## config.mk

```make
export PLATFORM = sky130hd
export DESIGN_NAME = image_serial_tx_flat
export DESIGN_NICKNAME = d
export VERILOG_FILES = /design/src/rtl/image_serial_tx_if.sv /design/src/rtl/image_serial_tx.sv /design/src/flat_wrapper.sv
export SDC_FILE = /design/constraint.sdc
export NUM_CORES = 1
export LEC_CHECK = 0
export BUFFER_PORTS_ARGS = -buffer_cell sky130_fd_sc_hd__clkbuf_2
export CORE_MARGIN = 4
export CORE_UTILIZATION = 43
export CTS_BUF_LIST = sky130_fd_sc_hd__clkbuf_2
export DETAILED_ROUTE_END_ITERATION = 8
export GPL_ROUTABILITY_DRIVEN = 0
export PLACE_DENSITY = 0.67
export SYNTH_ARGS = -nofsm -noshare
export SYNTH_HDL_FRONTEND = slang
export SYNTH_SLANG_ARGS = --single-unit
```

## constraint.sdc

```tcl
create_clock -name clk -period 2.3 [get_ports clk]
set_clock_uncertainty 0.05 [all_clocks]
set_input_delay 0.345 -clock clk [delete_from_list [all_inputs] [get_ports clk]]
set_output_delay 0.345 -clock clk [all_outputs]
set_load 0.01 [all_outputs]
```

## src/rtl/image_serial_tx_if.sv

```systemverilog
`default_nettype none
// ============================================================================
// Module   : image_serial_tx_if
// Purpose  : Control, image-memory read and serial-line signals of image_serial_tx.
// Revision : 1.0 - initial release
// ============================================================================
interface image_serial_tx_if #(
    parameter int DATA_W = 8,
    parameter int ADDR_W = 16
);
    logic              start;
    logic [ADDR_W-1:0] base_addr;
    logic [ADDR_W-1:0] num_words;
    logic              mem_rd;
    logic [ADDR_W-1:0] mem_addr;
    logic [DATA_W-1:0] mem_rdata;
    logic              tx_line;
    logic              busy;
    logic              done;

    // master: the transmitter; slave: host control plus image memory
    modport master (
        input  start, base_addr, num_words, mem_rdata,
        output mem_rd, mem_addr, tx_line, busy, done
    );
    modport slave (
        output start, base_addr, num_words, mem_rdata,
        input  mem_rd, mem_addr, tx_line, busy, done
    );
endinterface
`default_nettype wire

```

## src/rtl/image_serial_tx.sv

```systemverilog
`default_nettype none
// ============================================================================
// Module   : image_serial_tx
// Purpose  : Fetches words from image memory and shifts each out LSB first as a
//            start/data/[parity]/stop frame. Define IMG_TX_PARITY_EN for even parity.
// Revision : 1.0 - initial release
// ============================================================================
module image_serial_tx #(
    parameter int DATA_W       = 8,
    parameter int ADDR_W       = 16,
    parameter int CLKS_PER_BIT = 4
) (
    input  logic              clk,
    input  logic              rst_n,
    image_serial_tx_if.master bus
);
    localparam int c_cnt_w = (CLKS_PER_BIT > 1) ? $clog2(CLKS_PER_BIT) : 1;
    localparam int c_idx_w = (DATA_W > 1) ? $clog2(DATA_W) : 1;
    localparam logic [c_cnt_w-1:0] c_cnt_last = c_cnt_w'(CLKS_PER_BIT - 1);
    localparam logic [c_cnt_w-1:0] c_cnt_one  = c_cnt_w'(1);
    localparam logic [c_idx_w-1:0] c_idx_last = c_idx_w'(DATA_W - 1);
    localparam logic [c_idx_w-1:0] c_idx_one  = c_idx_w'(1);
    localparam logic [ADDR_W-1:0]  c_addr_one = ADDR_W'(1);

    typedef enum logic [2:0] {
        S_IDLE   = 3'd0,
        S_FETCH  = 3'd1,
        S_WAIT   = 3'd2,
        S_START  = 3'd3,
        S_DATA   = 3'd4,
`ifdef IMG_TX_PARITY_EN
        S_PARITY = 3'd5,
`endif
        S_STOP   = 3'd6,
        S_FIN    = 3'd7
    } state_t;

    state_t            r_state;
    logic [c_cnt_w-1:0] r_cnt;
    logic [c_idx_w-1:0] r_idx;
    logic [DATA_W-1:0] r_shift;
    logic [ADDR_W-1:0] r_remaining;
    logic [ADDR_W-1:0] r_mem_addr;
    logic              r_mem_rd;
    logic              r_tx_line;
    logic              r_busy;
    logic              r_done;
`ifdef IMG_TX_PARITY_EN
    logic              r_parity;
`endif
    logic              w_line;
    logic              w_tick;

    assign bus.mem_rd   = r_mem_rd;
    assign bus.mem_addr = r_mem_addr;
    assign bus.tx_line  = r_tx_line;
    assign bus.busy     = r_busy;
    assign bus.done     = r_done;

    assign w_tick = (r_cnt == c_cnt_last);

    // Line level for the current state; registered next edge, so the line trails the state by one cycle.
    always_comb begin
        w_line = 1'b1;
        case (r_state)
            S_START:  w_line = 1'b0;
            S_DATA:   w_line = r_shift[0];
`ifdef IMG_TX_PARITY_EN
            S_PARITY: w_line = r_parity;
`endif
            default:  w_line = 1'b1;
        endcase
    end

    always_ff @(posedge clk or negedge rst_n) begin
        if (!rst_n) begin
            r_state     <= S_IDLE;
            r_cnt       <= '0;
            r_idx       <= '0;
            r_shift     <= '0;
            r_remaining <= '0;
            r_mem_addr  <= '0;
            r_mem_rd    <= 1'b0;
            r_tx_line   <= 1'b1;
            r_busy      <= 1'b0;
            r_done      <= 1'b0;
`ifdef IMG_TX_PARITY_EN
            r_parity    <= 1'b0;
`endif
        end else begin
            r_tx_line <= w_line;
            r_mem_rd  <= 1'b0;
            r_done    <= 1'b0;
            case (r_state)
                S_IDLE: begin
                    // A start coinciding with the done pulse is dropped; it is re-sampled next cycle.
                    if (bus.start && !r_done) begin
                        r_mem_addr  <= bus.base_addr;
                        r_remaining <= bus.num_words;
                        r_busy      <= 1'b1;
                        if (bus.num_words == '0) begin
                            r_state <= S_FIN;
                        end else begin
                            r_mem_rd <= 1'b1;
                            r_state  <= S_FETCH;
                        end
                    end
                end
                S_FETCH: r_state <= S_WAIT;
                S_WAIT: begin
                    r_shift     <= bus.mem_rdata;
`ifdef IMG_TX_PARITY_EN
                    r_parity    <= ^bus.mem_rdata;
`endif
                    r_mem_addr  <= r_mem_addr + c_addr_one;
                    r_remaining <= r_remaining - c_addr_one;
                    r_cnt       <= '0;
                    r_idx       <= '0;
                    r_state     <= S_START;
                end
                S_START: begin
                    r_cnt <= w_tick ? '0 : r_cnt + c_cnt_one;
                    if (w_tick) r_state <= S_DATA;
                end
                S_DATA: begin
                    r_cnt <= w_tick ? '0 : r_cnt + c_cnt_one;
                    if (w_tick) begin
                        r_shift <= r_shift >> 1;
                        if (r_idx == c_idx_last) begin
                            r_idx <= '0;
`ifdef IMG_TX_PARITY_EN
                            r_state <= S_PARITY;
`else
                            r_state <= S_STOP;
`endif
                        end else begin
                            r_idx <= r_idx + c_idx_one;
                        end
                    end
                end
`ifdef IMG_TX_PARITY_EN
                S_PARITY: begin
                    r_cnt <= w_tick ? '0 : r_cnt + c_cnt_one;
                    if (w_tick) r_state <= S_STOP;
                end
`endif
                S_STOP: begin
                    r_cnt <= w_tick ? '0 : r_cnt + c_cnt_one;
                    if (w_tick) begin
                        if (r_remaining != '0) begin
                            r_mem_rd <= 1'b1;
                            r_state  <= S_FETCH;
                        end else begin
                            r_state  <= S_FIN;
                        end
                    end
                end
                S_FIN: begin
                    r_busy  <= 1'b0;
                    r_done  <= 1'b1;
                    r_state <= S_IDLE;
                end
                default: r_state <= S_IDLE;
            endcase
        end
    end
endmodule
`default_nettype wire

```

## src/flat_wrapper.sv

```systemverilog
// flat-port wrapper written by rule: the top's interface ports become plain ports
module image_serial_tx_flat 
#(
    parameter int DATA_W       = 8,
    parameter int ADDR_W       = 16,
    parameter int CLKS_PER_BIT = 4
)
  (clk, rst_n, bus_start, bus_base_addr, bus_num_words, bus_mem_rdata, bus_mem_rd, bus_mem_addr, bus_tx_line, bus_busy, bus_done);
  image_serial_tx_if #(.DATA_W(DATA_W), .ADDR_W(ADDR_W)) bus_i ();
  input  logic clk;
  input  logic rst_n;
  input wire logic [$bits(bus_i.start)-1:0] bus_start;
  input wire logic [$bits(bus_i.base_addr)-1:0] bus_base_addr;
  input wire logic [$bits(bus_i.num_words)-1:0] bus_num_words;
  input wire logic [$bits(bus_i.mem_rdata)-1:0] bus_mem_rdata;
  output wire logic [$bits(bus_i.mem_rd)-1:0] bus_mem_rd;
  output wire logic [$bits(bus_i.mem_addr)-1:0] bus_mem_addr;
  output wire logic [$bits(bus_i.tx_line)-1:0] bus_tx_line;
  output wire logic [$bits(bus_i.busy)-1:0] bus_busy;
  output wire logic [$bits(bus_i.done)-1:0] bus_done;
  assign bus_i.start = bus_start;
  assign bus_i.base_addr = bus_base_addr;
  assign bus_i.num_words = bus_num_words;
  assign bus_i.mem_rdata = bus_mem_rdata;
  assign bus_mem_rd = bus_i.mem_rd;
  assign bus_mem_addr = bus_i.mem_addr;
  assign bus_tx_line = bus_i.tx_line;
  assign bus_busy = bus_i.busy;
  assign bus_done = bus_i.done;
  image_serial_tx #(.DATA_W(DATA_W), .ADDR_W(ADDR_W), .CLKS_PER_BIT(CLKS_PER_BIT)) u_core (.clk(clk), .rst_n(rst_n), .bus(bus_i));
endmodule
```

==> impl_results.md <==
* Final ANT Viol Nets at 0
* HP Start: bus_base_addr[11]
* DRT Pass-1 Iters at 4
* Chip Width at 89.2 um
* Proportion of layout cells with a drive suffix above 1 at 25.7%
* RSZ-0062 raised after global routing: no
* Netlist Area Pre-Place at 2840 sq um
* Yosys Warn Count at 0
* R2r setup slk at 0.19 ns
* HP Class: input pin to register
* Number of synthesized register bits at 52
* Reg-to-reg endpoint: u_core.r_remaining[12]
* ANT cells at 0
* Total Negative Setup Slacks at 0 ns
* Height of the die at 89.2 um
* Number of port buffers at 62
* Synth Area per Inst at 9.09 sq um
* Type of origin of the critical path: register
* FF-to-FF Start: u_core.r_state[2]
* Worst-Skew Late Latency at 0.45 ns
* Syn Inst Count at 312
* Initial drt markers at 219
* WL final at 6790 um
* Max Root-Sink Buffers at 2
* Post-synth EDFFs at 0
* Post-route minimum period at 2.11 ns
* VDD IR-drop max at 0.613 mV
* Least-Margin Pin Slew at 0.632 ns
* PwrDens at 1210 nW/um^2
* Leakage power at 1.57 nW
* Hold Path Depth at 2
* Post-route clock period utilization at 91.8%
* Seq/Total Area, Yosys at 45.9%
* Reg clk slew, reported paths at 0.29 ns
* CTS tree: built
* Syn nets at 360
* Data required, critical path at 2.59 ns
* Worst-path maximum fanout at 8
* Commonest cells after routing, fill and taps aside: 67 x clkbuf_2, 51 x dfrtp_1, 36 x nand2_1
* Endpoint type of the worst setup path: register
* Primary FF master, synth: dfrtp_1
* Worst Hold Slack at 0.0237 ns
* Grt total ovfl at 0
* Total CTS buffers at 5
* Slew Limit Headroom at 57.9%
* Row count at 29
* Synthesis-to-finish area growth at 19.8%
* Post-detail-place hpwl at 5080 um
* Arrival time of the worst setup path at 2.40 ns
* Vias in the first global route at 2471
* Worst Reg-to-Reg Cells at 5
* Asr flop ratio synth at 100%
* Clk root buf: clkbuf_2
* Post-DR vias/cell at 5.73
* Largest net degree at the start of global routing at 33
* DIE AREA at 7960 sq um
* Fmax at 0.474 GHz
* First-pass GRT wire length at 11300 um
* Hold EP: u_core.bus.mem_addr[11]
* Most common cell after layout, fill and taps aside: clkbuf_2
* Post-layout power at 4.12 mW
* Final core occ at 53.2%
* Fin. Hold Viols at 0
* Max-Cap Viols at 0
* Initial antenna violation count at 0
* Clk sinks at 52
* Final Max Slew Viols at 0
* Library cells used by synthesis at 50
* Outcome: finished, final reports clean
* Core ar. at 6390 sq um
* Setup violations, final at 0
* Setup Buffers After CTS at 0
* # IOs at 63
* WS Path Type: register to register
* Starting Density at 44.4%
* H-tree lvl count at 2
* # DRC at 0
* Avg WL per Cell at 14.8 um
* GRT Total Usage at 17.9%
* Post-layout net count at 429
* Routed vias at 2630
==> repair_timing <==
| item | in CTS | in global routing |
|---|---|---|
| hold buffers | 1 | 0 |
| endpoints found under the setup margin | 0 | 2 |
| hold endpoints to repair | 22 | 0 |
| gates resized for setup | 0 | 1 |
==> power breakdown <==
group,total [mW],switching [mW],leakage [nW],internal [mW]
clock network,0.482,0.301,0.0390,0.181
registers,1.70,0.377,0.614,1.32
logic,1.94,1.06,0.914,0.875
==> critical path, cell delays in order, from the launching register on <==
cell     delay, ns
dfrtp_1       0.51
or3b_1        0.43
or3_1         0.47
nor2_2        0.20
a21oi_1       0.10
a221o_1       0.27
==> kinds of logic after synthesis <==
| family | after synthesis | synth area share, % |
|---|---|---|
| flops | 52 | 45.9 |
| mux | 9 | 3.22 |
| fa+ha+maj | 5 | 2.21 |
| compound gates | 77 | 18.9 |
| xor+xnor | 1 | 0.309 |
| buf+inv | 29 | 4.15 |
| simple gates | 139 | 25.3 |
==> per-stage QoR <==
step | cells | area [sq um] | worst slack (ns)
after global placement | 450 | 3320 | 0.110
after detailed placement | 450 | 3320 | 0.0685
after CTS | 459 | 3390 | 0.0746
final | 459 | 3400 | 0.189
after global routing | 459 | 3400 | 0.0638
after floorplan | 312 | 2840 | 0.126
==> worst max path at each step <==
stage / start / cells past startpoint / slack, ns / endpoint
6_report: u_core.r_state[2] / 5 / 0.19 / u_core.r_remaining[12]
5_1_grt: u_core.r_state[2] / 5 / 0.06 / u_core.r_remaining[12]
4_1_cts: u_core.r_remaining[4] / 4 / 0.07 / u_core.r_remaining[11]
3_5_place_dp: u_core.r_remaining[4] / 4 / 0.07 / u_core.r_remaining[11]
3_3_place_gp: u_core.r_remaining[4] / 4 / 0.11 / u_core.r_remaining[11]
2_1_floorplan: u_core.r_remaining[4] / 5 / 0.13 / u_core.r_remaining[11]
==> synthesized netlist by cell type (all sizes together), types with 2 or more instances <==
master | count | area (sq um)
nand4 | 3 | 18.8
and2 | 2 | 12.5
or4 | 2 | 18.8
a31oi | 3 | 18.8
o311a | 2 | 20.0
a311oi | 2 | 17.5
nand3b | 2 | 15.0
nor3 | 13 | 65.1
nor4 | 9 | 86.3
or3 | 5 | 31.3
o22ai | 5 | 31.3
nand2 | 36 | 135
mux2i | 8 | 80.1
a221oi | 2 | 17.5
ha | 5 | 62.6
nor3b | 3 | 22.5
clkbuf | 16 | 60.1
o311ai | 6 | 52.6
nand2b | 3 | 18.8
o21a | 2 | 15.0
a221o | 4 | 40.0
nand3 | 17 | 85.1
dfrtp | 51 | 1280
a211oi | 7 | 52.6
a22oi | 3 | 22.5
a21oi | 18 | 90.1
o21ai | 10 | 50.1
and4 | 2 | 17.5
and3 | 5 | 31.3
a22o | 2 | 17.5
inv | 10 | 37.5
nor2b | 4 | 25.0
buf | 3 | 20.0
nor2 | 31 | 119
o211ai | 6 | 45.0
==> final cells by class <==
cell class,count,area (sq um)
clock buffers,5,25.0
clock inverters,3,42.5
fillers,593,2990
inverters,10,37.5
multi-input cells,231,1430
flip-flops and latches,52,1300
well taps,77,96.3
repair buffers,81,468
==> flip-flops by register name, summed over array words and instances, names as in the netlist <==
| register | flops |
|---|---|
| u_core.bus.mem_addr | 16 |
| u_core.r_remaining | 16 |
| u_core.r_shift | 8 |
| u_core.r_idx | 3 |
| u_core.r_state | 3 |
| u_core.r_cnt | 2 |
| u_core.bus.busy | 1 |
| u_core.bus.done | 1 |
| u_core.bus.mem_rd | 1 |
| u_core.bus.tx_line | 1 |
==> layer usage <==
layer / vias up / global-route usage [%] / share of wire (%)
li1: 1297 / - / -
met1: 1250 / 23.7 / 45
met2: 77 / 30.2 / 47
met3: 6 / 3.96 / 7.2
met4: 0 / 4.06 / 0.81
met5: - / 0 / 0
Power figures use the tool's default switching activity.
